[src/rtl/decode_stage.sv]
// -----------------------------------------------------------------------------
// decode_stage
//
// Registered, flow-controlled RV32I decode stage. Instructions arrive on a
// valid/ready interface, are decoded combinationally and captured into a
// 2-entry elastic buffer (output register OUT plus skid register SKID).
// The decoded fields leave on a second valid/ready interface one cycle after
// acceptance. in_ready_o depends only on registered state, so there is no
// combinational path from out_ready_i back to the fetch side.
//
// Ports
//   clk          rising-edge clock
//   rst          asynchronous, active-low reset
//   in_valid_i   fetch presents an instruction
//   in_ready_o   stage can accept an instruction (SKID empty)
//   insn_i       raw instruction
//   pc_i         instruction PC
//   flush_i      synchronous flush, drops buffered and incoming instructions
//   out_valid_o  decoded outputs valid
//   out_ready_i  execute consumes the outputs
//   pc_o         PC of the decoded instruction
//   insn_o       raw instruction passthrough
//   opcode_o     insn[6:0]
//   rd_o         destination register (R/I/U/J), else 0
//   rs1_o        source register 1 (R/I/S/B), else 0
//   rs2_o        source register 2 (R/S/B), else 0
//   funct3_o     funct3 (R/I/S/B), else 0
//   funct7_o     funct7 (R and OP-IMM shifts), else 0
//   shamt_o      shift amount for OP/OP-IMM shifts, else 0
//   imm_o        sign-extended immediate, 0 for R format
//   illegal_o    instruction is not valid RV32I
//   count_o      number of instructions handed to execute (wraps)
// -----------------------------------------------------------------------------
module decode_stage #(
  parameter int DWIDTH    = 32,
  parameter int AWIDTH    = 32,
  parameter int CNT_WIDTH = 16
) (
  input  logic                 clk,
  input  logic                 rst,
  input  logic                 in_valid_i,
  output logic                 in_ready_o,
  input  logic [DWIDTH-1:0]    insn_i,
  input  logic [AWIDTH-1:0]    pc_i,
  input  logic                 flush_i,
  output logic                 out_valid_o,
  input  logic                 out_ready_i,
  output logic [AWIDTH-1:0]    pc_o,
  output logic [DWIDTH-1:0]    insn_o,
  output logic [6:0]           opcode_o,
  output logic [4:0]           rd_o,
  output logic [4:0]           rs1_o,
  output logic [4:0]           rs2_o,
  output logic [2:0]           funct3_o,
  output logic [6:0]           funct7_o,
  output logic [4:0]           shamt_o,
  output logic [DWIDTH-1:0]    imm_o,
  output logic                 illegal_o,
  output logic [CNT_WIDTH-1:0] count_o
);

  // ---------------------------------------------------------------------------
  // Opcode table. The index order matters: the format classes below are
  // built from contiguous slices of the hit vector.
  // ---------------------------------------------------------------------------
  localparam logic [6:0] OPC_OP       = 7'b0110011; // 0  R
  localparam logic [6:0] OPC_OP_IMM   = 7'b0010011; // 1  I
  localparam logic [6:0] OPC_LOAD     = 7'b0000011; // 2  I
  localparam logic [6:0] OPC_JALR     = 7'b1100111; // 3  I
  localparam logic [6:0] OPC_SYSTEM   = 7'b1110011; // 4  I
  localparam logic [6:0] OPC_MISC_MEM = 7'b0001111; // 5  I
  localparam logic [6:0] OPC_STORE    = 7'b0100011; // 6  S
  localparam logic [6:0] OPC_BRANCH   = 7'b1100011; // 7  B
  localparam logic [6:0] OPC_LUI      = 7'b0110111; // 8  U
  localparam logic [6:0] OPC_AUIPC    = 7'b0010111; // 9  U
  localparam logic [6:0] OPC_JAL      = 7'b1101111; // 10 J

  localparam int NUM_OPC = 11;
  localparam logic [6:0] OPC_TABLE [NUM_OPC] = '{
    OPC_OP, OPC_OP_IMM, OPC_LOAD, OPC_JALR, OPC_SYSTEM, OPC_MISC_MEM,
    OPC_STORE, OPC_BRANCH, OPC_LUI, OPC_AUIPC, OPC_JAL
  };

  typedef struct packed {
    logic [AWIDTH-1:0] pc;
    logic [DWIDTH-1:0] insn;
    logic [6:0]        opcode;
    logic [4:0]        rd;
    logic [4:0]        rs1;
    logic [4:0]        rs2;
    logic [2:0]        funct3;
    logic [6:0]        funct7;
    logic [4:0]        shamt;
    logic [DWIDTH-1:0] imm;
    logic              illegal;
  } dec_t;

  typedef enum logic [1:0] {
    ST_EMPTY = 2'd0,  // OUT empty
    ST_ONE   = 2'd1,  // OUT full, SKID empty
    ST_TWO   = 2'd2   // OUT and SKID full
  } state_t;

  // ---------------------------------------------------------------------------
  // Combinational decode of the incoming instruction
  // ---------------------------------------------------------------------------
  logic [6:0]         opcode;
  logic [2:0]         f3;
  logic [6:0]         f7;
  logic [NUM_OPC-1:0] opc_hit;
  logic               is_r, is_i, is_s, is_b, is_u, is_j;
  logic               is_opimm, is_load, is_jalr;
  logic               f3_is_shift;
  logic               opimm_shift, op_shift;
  dec_t               dec_d;

  assign opcode = insn_i[6:0];
  assign f3     = insn_i[14:12];
  assign f7     = insn_i[31:25];

  genvar gi;
  generate
    for (gi = 0; gi < NUM_OPC; gi++) begin : g_opc_match
      assign opc_hit[gi] = (opcode == OPC_TABLE[gi]);
    end
  endgenerate

  assign is_r     = opc_hit[0];
  assign is_i     = |opc_hit[5:1];
  assign is_s     = opc_hit[6];
  assign is_b     = opc_hit[7];
  assign is_u     = |opc_hit[9:8];
  assign is_j     = opc_hit[10];
  assign is_opimm = opc_hit[1];
  assign is_load  = opc_hit[2];
  assign is_jalr  = opc_hit[3];

  assign f3_is_shift = (f3 == 3'b001) || (f3 == 3'b101);
  assign opimm_shift = is_opimm & f3_is_shift;
  assign op_shift    = is_r & f3_is_shift;

  always_comb begin
    dec_d         = '0;
    dec_d.pc      = pc_i;
    dec_d.insn    = insn_i;
    dec_d.opcode  = opcode;

    if (is_r | is_i | is_u | is_j) dec_d.rd     = insn_i[11:7];
    if (is_r | is_i | is_s | is_b) dec_d.rs1    = insn_i[19:15];
    if (is_r | is_s | is_b)        dec_d.rs2    = insn_i[24:20];
    if (is_r | is_i | is_s | is_b) dec_d.funct3 = f3;
    if (is_r | opimm_shift)        dec_d.funct7 = f7;
    if (op_shift | opimm_shift)    dec_d.shamt  = insn_i[24:20];

    // Immediate generation; R format and unknown opcodes leave imm at zero.
    if (is_i) begin
      if (opimm_shift) dec_d.imm = {27'b0, insn_i[24:20]};
      else             dec_d.imm = {{20{insn_i[31]}}, insn_i[31:20]};
    end else if (is_s) begin
      dec_d.imm = {{20{insn_i[31]}}, insn_i[31:25], insn_i[11:7]};
    end else if (is_b) begin
      dec_d.imm = {{19{insn_i[31]}}, insn_i[31], insn_i[7],
                   insn_i[30:25], insn_i[11:8], 1'b0};
    end else if (is_u) begin
      dec_d.imm = {insn_i[31:12], 12'b0};
    end else if (is_j) begin
      dec_d.imm = {{11{insn_i[31]}}, insn_i[31], insn_i[19:12],
                   insn_i[20], insn_i[30:21], 1'b0};
    end

    // Illegal-instruction detection. Fields are still forwarded as decoded.
    dec_d.illegal = ~(|opc_hit) | (insn_i[1:0] != 2'b11);
    if (is_r) begin
      if ((f7 != 7'b0000000) && (f7 != 7'b0100000)) dec_d.illegal = 1'b1;
      // Only SUB (000) and SRA (101) use the alternate funct7.
      if ((f7 == 7'b0100000) && (f3 != 3'b000) && (f3 != 3'b101))
        dec_d.illegal = 1'b1;
    end
    if (opimm_shift) begin
      if ((f7 != 7'b0000000) && (f7 != 7'b0100000)) dec_d.illegal = 1'b1;
      // Only SRAI (101) uses the alternate funct7.
      if ((f7 == 7'b0100000) && (f3 != 3'b101)) dec_d.illegal = 1'b1;
    end
    if (is_load && ((f3 == 3'b011) || (f3 == 3'b110) || (f3 == 3'b111)))
      dec_d.illegal = 1'b1;
    if (is_s && (f3 > 3'b010))
      dec_d.illegal = 1'b1;
    if (is_b && ((f3 == 3'b010) || (f3 == 3'b011)))
      dec_d.illegal = 1'b1;
    if (is_jalr && (f3 != 3'b000))
      dec_d.illegal = 1'b1;
  end

  // ---------------------------------------------------------------------------
  // Elastic buffer control
  // ---------------------------------------------------------------------------
  state_t               state_reg, state_next;
  dec_t                 out_reg, out_next;
  dec_t                 skid_reg, skid_next;
  logic [CNT_WIDTH-1:0] count_reg, count_next;
  logic                 accept, consume;

  // Ready is derived from registered state only.
  assign in_ready_o  = (state_reg != ST_TWO);
  assign out_valid_o = (state_reg != ST_EMPTY);
  assign accept      = in_valid_i & in_ready_o;
  assign consume     = out_valid_o & out_ready_i;

  always_comb begin
    state_next = state_reg;
    out_next   = out_reg;
    skid_next  = skid_reg;
    // A consume coinciding with a flush was still handed to execute.
    count_next = consume ? count_reg + CNT_WIDTH'(1) : count_reg;

    if (flush_i) begin
      // Flush wins over everything: buffers empty, incoming insn dropped.
      state_next = ST_EMPTY;
    end else begin
      unique case (state_reg)
        ST_EMPTY: begin
          if (accept) begin
            out_next   = dec_d;
            state_next = ST_ONE;
          end
        end
        ST_ONE: begin
          if (accept && consume) begin
            out_next = dec_d;
          end else if (accept) begin
            skid_next  = dec_d;
            state_next = ST_TWO;
          end else if (consume) begin
            state_next = ST_EMPTY;
          end
        end
        ST_TWO: begin
          // in_ready_o is low here, so no accept can happen.
          if (consume) begin
            out_next   = skid_reg;
            state_next = ST_ONE;
          end
        end
        default: state_next = ST_EMPTY;
      endcase
    end
  end

  always_ff @(posedge clk or negedge rst) begin
    if (!rst) begin
      state_reg <= ST_EMPTY;
      out_reg   <= '0;
      skid_reg  <= '0;
      count_reg <= '0;
    end else begin
      state_reg <= state_next;
      out_reg   <= out_next;
      skid_reg  <= skid_next;
      count_reg <= count_next;
    end
  end

  // ---------------------------------------------------------------------------
  // Output mapping
  // ---------------------------------------------------------------------------
  assign pc_o      = out_reg.pc;
  assign insn_o    = out_reg.insn;
  assign opcode_o  = out_reg.opcode;
  assign rd_o      = out_reg.rd;
  assign rs1_o     = out_reg.rs1;
  assign rs2_o     = out_reg.rs2;
  assign funct3_o  = out_reg.funct3;
  assign funct7_o  = out_reg.funct7;
  assign shamt_o   = out_reg.shamt;
  assign imm_o     = out_reg.imm;
  assign illegal_o = out_reg.illegal;
  assign count_o   = count_reg;

endmodule

[config.mk]
export PLATFORM = sky130hd
export DESIGN_NAME = decode_stage
export DESIGN_NICKNAME = d
export VERILOG_FILES = /design/src/rtl/decode_stage.sv
export SDC_FILE = /design/constraint.sdc
export NUM_CORES = 1
export LEC_CHECK = 0
export ABC_CLOCK_PERIOD_IN_PS = 3600
export BUFFER_PORTS_ARGS = -buffer_cell sky130_fd_sc_hd__buf_2
export CORE_ASPECT_RATIO = 0.8
export CORE_UTILIZATION = 35
export DETAILED_ROUTE_END_ITERATION = 8
export PLACE_DENSITY = 0.63
export SYNTH_ARGS = -nofsm -noshare
export SYNTH_HDL_FRONTEND = slang
export SYNTH_SLANG_ARGS = --single-unit
export TNS_END_PERCENT = 20
[constraint.sdc]
create_clock -name clk -period 3.6 [get_ports clk]
set_clock_uncertainty 0.1 [all_clocks]
set_input_delay 0.54 -clock clk [delete_from_list [all_inputs] [get_ports clk]]
set_output_delay 0.54 -clock clk [all_outputs]
set_load 0.05 [all_outputs]
---- Word level (Yosys, flattened, before mapping) ----
Index checks and enable logic that the tools add are counted.
operators by class
  $add $sub $neg .......................... 1
  magnitude comparators ................... 1
  equality and inequality tests ........... 31
  multiplexer cells ....................... 33
  bitwise operators ....................... 17
  reductions and logical operators ........ 24
operators with widths
  cell                                                   count
  2-to-1 mux 134 bit                                     3
  case mux 134 bit (3 select lines)                      1
  2-to-1 mux 32 bit                                      6
  == test 7 x 6 -> 1 bit, second input constant          4
  == test 7 bit, second input constant                   4
  2-to-1 mux 5 bit                                       4
  adder 16 x 1 -> 16 bit, second input constant          1
  == test 7 x 5 -> 1 bit, second input constant          2
  2-to-1 mux 2 bit                                       6
  inequality test 3 bit, second input constant           4
  OR reduction 11 bit                                    1
  2-to-1 mux 1 bit                                       10
  inequality test 2 bit, second input constant           5
  bitwise OR 1 bit                                       10
  == test 3 bit, second input constant                   3
  logical AND 1 bit                                      9
  AND reduction 4 bit                                    2
  == test 7 x 2 -> 1 bit, second input constant          1
  == test 7 x 4 -> 1 bit, second input constant          1
  2-to-1 mux 7 bit                                       1
  inequality test 7 x 6 -> 1 bit, second input constant  1
  nonzero test 7 bit                                     1
  == test 3 x 2 -> 1 bit, second input constant          2
  case mux 2 bit (3 select lines)                        1
  15 further kinds                                       24
word-level totals
  register bits after elaboration ......... 286
  input bits .............................. 69
  output and inout port bits .............. 152
  logic and storage cells ................. 131

---- Logic depth before layout (Yosys ltp) ----
  word-level depth ........................ 16
  gate-level depth with buffers ........... 8
  depth with buffers taken out ............ 5

---- Worst setup path after synthesis ----
Ideal clock, no wire load.
  path type ............................... flip-flop to output port
  from .................................... register state_reg[1]
  to ...................................... output in_ready_o
  data arrival time ....................... 1.604 ns
  required time ........................... 2.960 ns
  slack ................................... 1.356 ns
  stages on the path, launching flop included .. 6
  buffers on the path ..................... 3
  cells stage by stage .................... dfrtp_1 > buf_2 > nor2b_1 > inv_1 > clkbuf_1 > clkbuf_1
between the ends
  word-level cells in the longest chain between the ends .. 1
ends and longest elaborated chain
  what                      RTL line  text
  start: declaration        197       state_t state_reg, state_next;
  start signal: assignment  256       state_reg <= state_next;
  inequality test 2 bit     204       assign in_ready_o = (state_reg != ST_TWO);
  end: declaration          42        output logic in_ready_o,
No other way between the ends.

---- Worst setup path in the final report ----
  from .................................... input insn_i[4]
  to ...................................... register out_reg (netlist bit imm_o[20])
between the ends
  word-level cells in the longest chain between the ends .. 8
  elaborated cells between the ends (all ways) .. 22
  classes of those cells .................. eq/ne (10); mux (9); bitwise (1); reduce/logical (2)
ends and longest elaborated chain
  what                                                            RTL line  text
  start: declaration                                              43        input logic [DWIDTH-1:0] insn_i,
  == test 7 bit (tied with other cells)                           124       assign opc_hit[gi] = (opcode == OPC_TABLE[gi]);
  2-to-1 mux 32 bit / OR reduction 2 bit (equally long branches)  166, 132
  2-to-1 mux 32 bit                                               164       end else if (is_u) begin
  2-to-1 mux 32 bit                                               161       end else if (is_b) begin
  2-to-1 mux 32 bit                                               159       end else if (is_s) begin
  2-to-1 mux 32 bit (*)                                           156       if (is_i) begin
  2-to-1 mux 134 bit (on tied branches)                           228, 222
  case mux 134 bit (3 select lines) (*)                           220       unique case (state_reg)
  end signal: assignment                                          257       out_reg <= out_next;
  end: declaration                                                198       dec_t out_reg, out_next;
Mark *: on every way between the ends. The rest lies on a longest branch, timed or not. The select of a mux whose other input is x is not followed.
A chain may end at the register's enable or synchronous reset.

==> qor.yml <==
fp.dieH_um: 169
maxCapViolations: 0
setup-violations-final: 0
pwr-share-seq_pct: 41.7
area_growth_pct: 20.4
async_flop_share_pct: 100
grt_first_pass_wirelength_um: 56900
clk_path_buf_depth: 3
netSwitchingPower_mw: 3.49
vias: 10400
tightest_slew_ns: 1.27
rsz0062_at_grt: "false"
grt_max_degree: 120
ys_types: 66
path_clk_slew_ns: 0.06
cts_resized: 0
cts_buffers: 30
dieWidth_um: 210
power.internal_mw: 6.03
dp.cells: 1947
fin_cells: 2001
drc: 0
p_per_area_nw_per_um2: 650
initial_core_util_pct: 35.8
fin_crit_sh_pct: 72.7
wl_per_cell_um: 18.1
routed_via_density: 5.17
combPwrFrac_pct: 25.9
slew_violations: 0
core.rowCount: 60
syn_nets: 1417
critPathKind: "input pin to flop"
antenna_found_initial: 1
num-fill-cells: 3333
dpl.hpwl_um: 22700
cts_sinks: 272
ios: 221
largest_register_ffs: 127
io_buffers: 220
grt_overflow: 0
critPathRequiredTime_ns: 3.90
die-area_um2: 35500
drive_above_1_share_pct: 21.0
netlist_instances: 1347
p_sw_share_pct: 36.6
status: "completed"
synth-seq-cells: 272
pwr-share-clk_pct: 32.4
crit_path_end_kind: "flop"
hold_ws_ns: 0.0746
root_buffer: "clkbuf_16"
p_total_mw: 9.52
crit_path_max_fanout: 22
drt_iter0_drc: 925
relSlewSlack_pct: 14.7
layout_common_cells: "nand2_1 (413), dfrtp_1 (272), buf_2 (219), nor2_1 (146), a31oi_1 (95)"
gp_congestion: 0.867
final_common_cell: "nand2_1"
fp.coreArea_um2: 33900
synth.yosys.seq_area_share_pct: 56.0
h-tree-depth: 1
ant_nets: 0
min_period_ns: 2.62
crit_arrival_ns: 2.92
ir_drop_v: 0.000371
p_leak_nw: 6.91
setup_tns_ns: 0
clock_latency_ns: 0.57
finalHoldViolCount: 0
cts_tree: "done"
hp-class: "input pin to flop"
fin_ws_ns: 0.984
nets: 1585
grt.total_usage_pct: 20.3
first_global_vias: 9955
avgSynthCellArea_um2: 9.03
first_pass_iters: 5
routed_wl_um: 36300
place_ws_ns: 0.432
syn_area_um2: 12200
fmax_mhz: 382
synth_edf_count: 0
ys.flop_type: "dfrtp_1"
start_kind: "input pin"
yosys_warnings: 0
==> metal layers <==
| layer | global-route usage (%) | up-vias | routed length, um |
|---|---|---|---|
| met4 | 5.14 | 0 | 766 |
| met1 | 29.9 | 5076 | 17400 |
| li1 | - | 4891 | - |
| met5 | 0 | - | 0 |
| met2 | 30.1 | 333 | 15600 |
| met3 | 4.43 | 55 | 2530 |
==> final cells by class <==
cell class	instances	area [um2]	area share [%]
Sequential cell	272	6810	46.5
Timing Repair Buffer	243	1370	9.39
Inverter	7	28.8	0.197
Tap cell	465	582	3.97
Clock buffer	45	907	6.20
Clock inverter	7	80.1	0.547
Multi-Input combinational cell	961	4860	33.2
Antenna cell	1	2.50	0.0171
==> cell usage after synthesis (all sizes together), types with 7 or more instances <==
| master | instances | area [um2] |
|---|---|---|
| inv | 7 | 26.3 |
| nand2 | 414 | 1560 |
| nand3 | 52 | 260 |
| a22o | 8 | 70.1 |
| a31oi | 95 | 594 |
| a21oi | 46 | 234 |
| and3 | 13 | 81.3 |
| clkbuf | 50 | 188 |
| nor2 | 147 | 554 |
| a211oi | 22 | 220 |
| nor3 | 27 | 156 |
| xnor2 | 13 | 114 |
| mux2i | 7 | 70.1 |
| o21ai | 19 | 95.1 |
| buf | 57 | 314 |
| dfrtp | 272 | 6810 |
| a221o | 11 | 110 |
==> worst max-delay path: stages <==
cell and delay [ns]:
buf_2 0.32, nor4bb_1 0.49, a311oi_2 0.19, a21boi_2 0.20
nor2_1 0.98, a211oi_1 0.18
==> logic make-up after synthesis <==
logic type	Yosys count	share of synthesized area, %
compound gates	237	13.5
xor+xnor	16	1.15
fa+ha+maj	1	0.103
buf+inv	114	4.34
flops	272	56.0
mux	9	0.761
simple gates	698	24.1
==> through the flow <==
| stage | area [um2] | utilization [%] |
|---|---|---|
| finish | 14600 | 43.1 |
| global route | 14600 | 43.1 |
| CTS | 14600 | 43.1 |
| detailed placement | 13600 | 40.2 |
| global placement | 13600 | 40.2 |
| floorplan | 12200 | - |
==> power groups by stage <==
stage | sequential [mW] | clock [mW] | combinational (mW)
floorplan | 4.96 | 0 | 0.806
global placement | 4.00 | 0 | 2.44
detailed placement | 4.01 | 0 | 2.48
CTS | 3.96 | 3.17 | 2.49
global route | 4.04 | 3.29 | 2.65
finish | 3.97 | 3.09 | 2.47
==> timing repair <==
item / CTS / global route
hold buffers: 1 / 0
setup buffers: 0 / 0
hold endpoints to repair: 93 / 0
==> path summary, 6_finish.rpt <==
kind                                  to          from  slack, ns  depth (start not counted)
max in group asynchronous      insn_o[0]           rst       2.04                          3
hold reg to reg              count_o[15]   count_o[15]       0.36                          1
min in group asynchronous        pc_o[0]           rst       0.48                          2
setup / recovery               imm_o[20]     insn_i[4]       0.98                          6
hold / removal             skid_reg[105]       pc_i[3]       0.07                          3
setup reg to reg               imm_o[20]  state_reg[1]       1.15                          5
No activity file was read; power rests on OpenSTA's default activity.
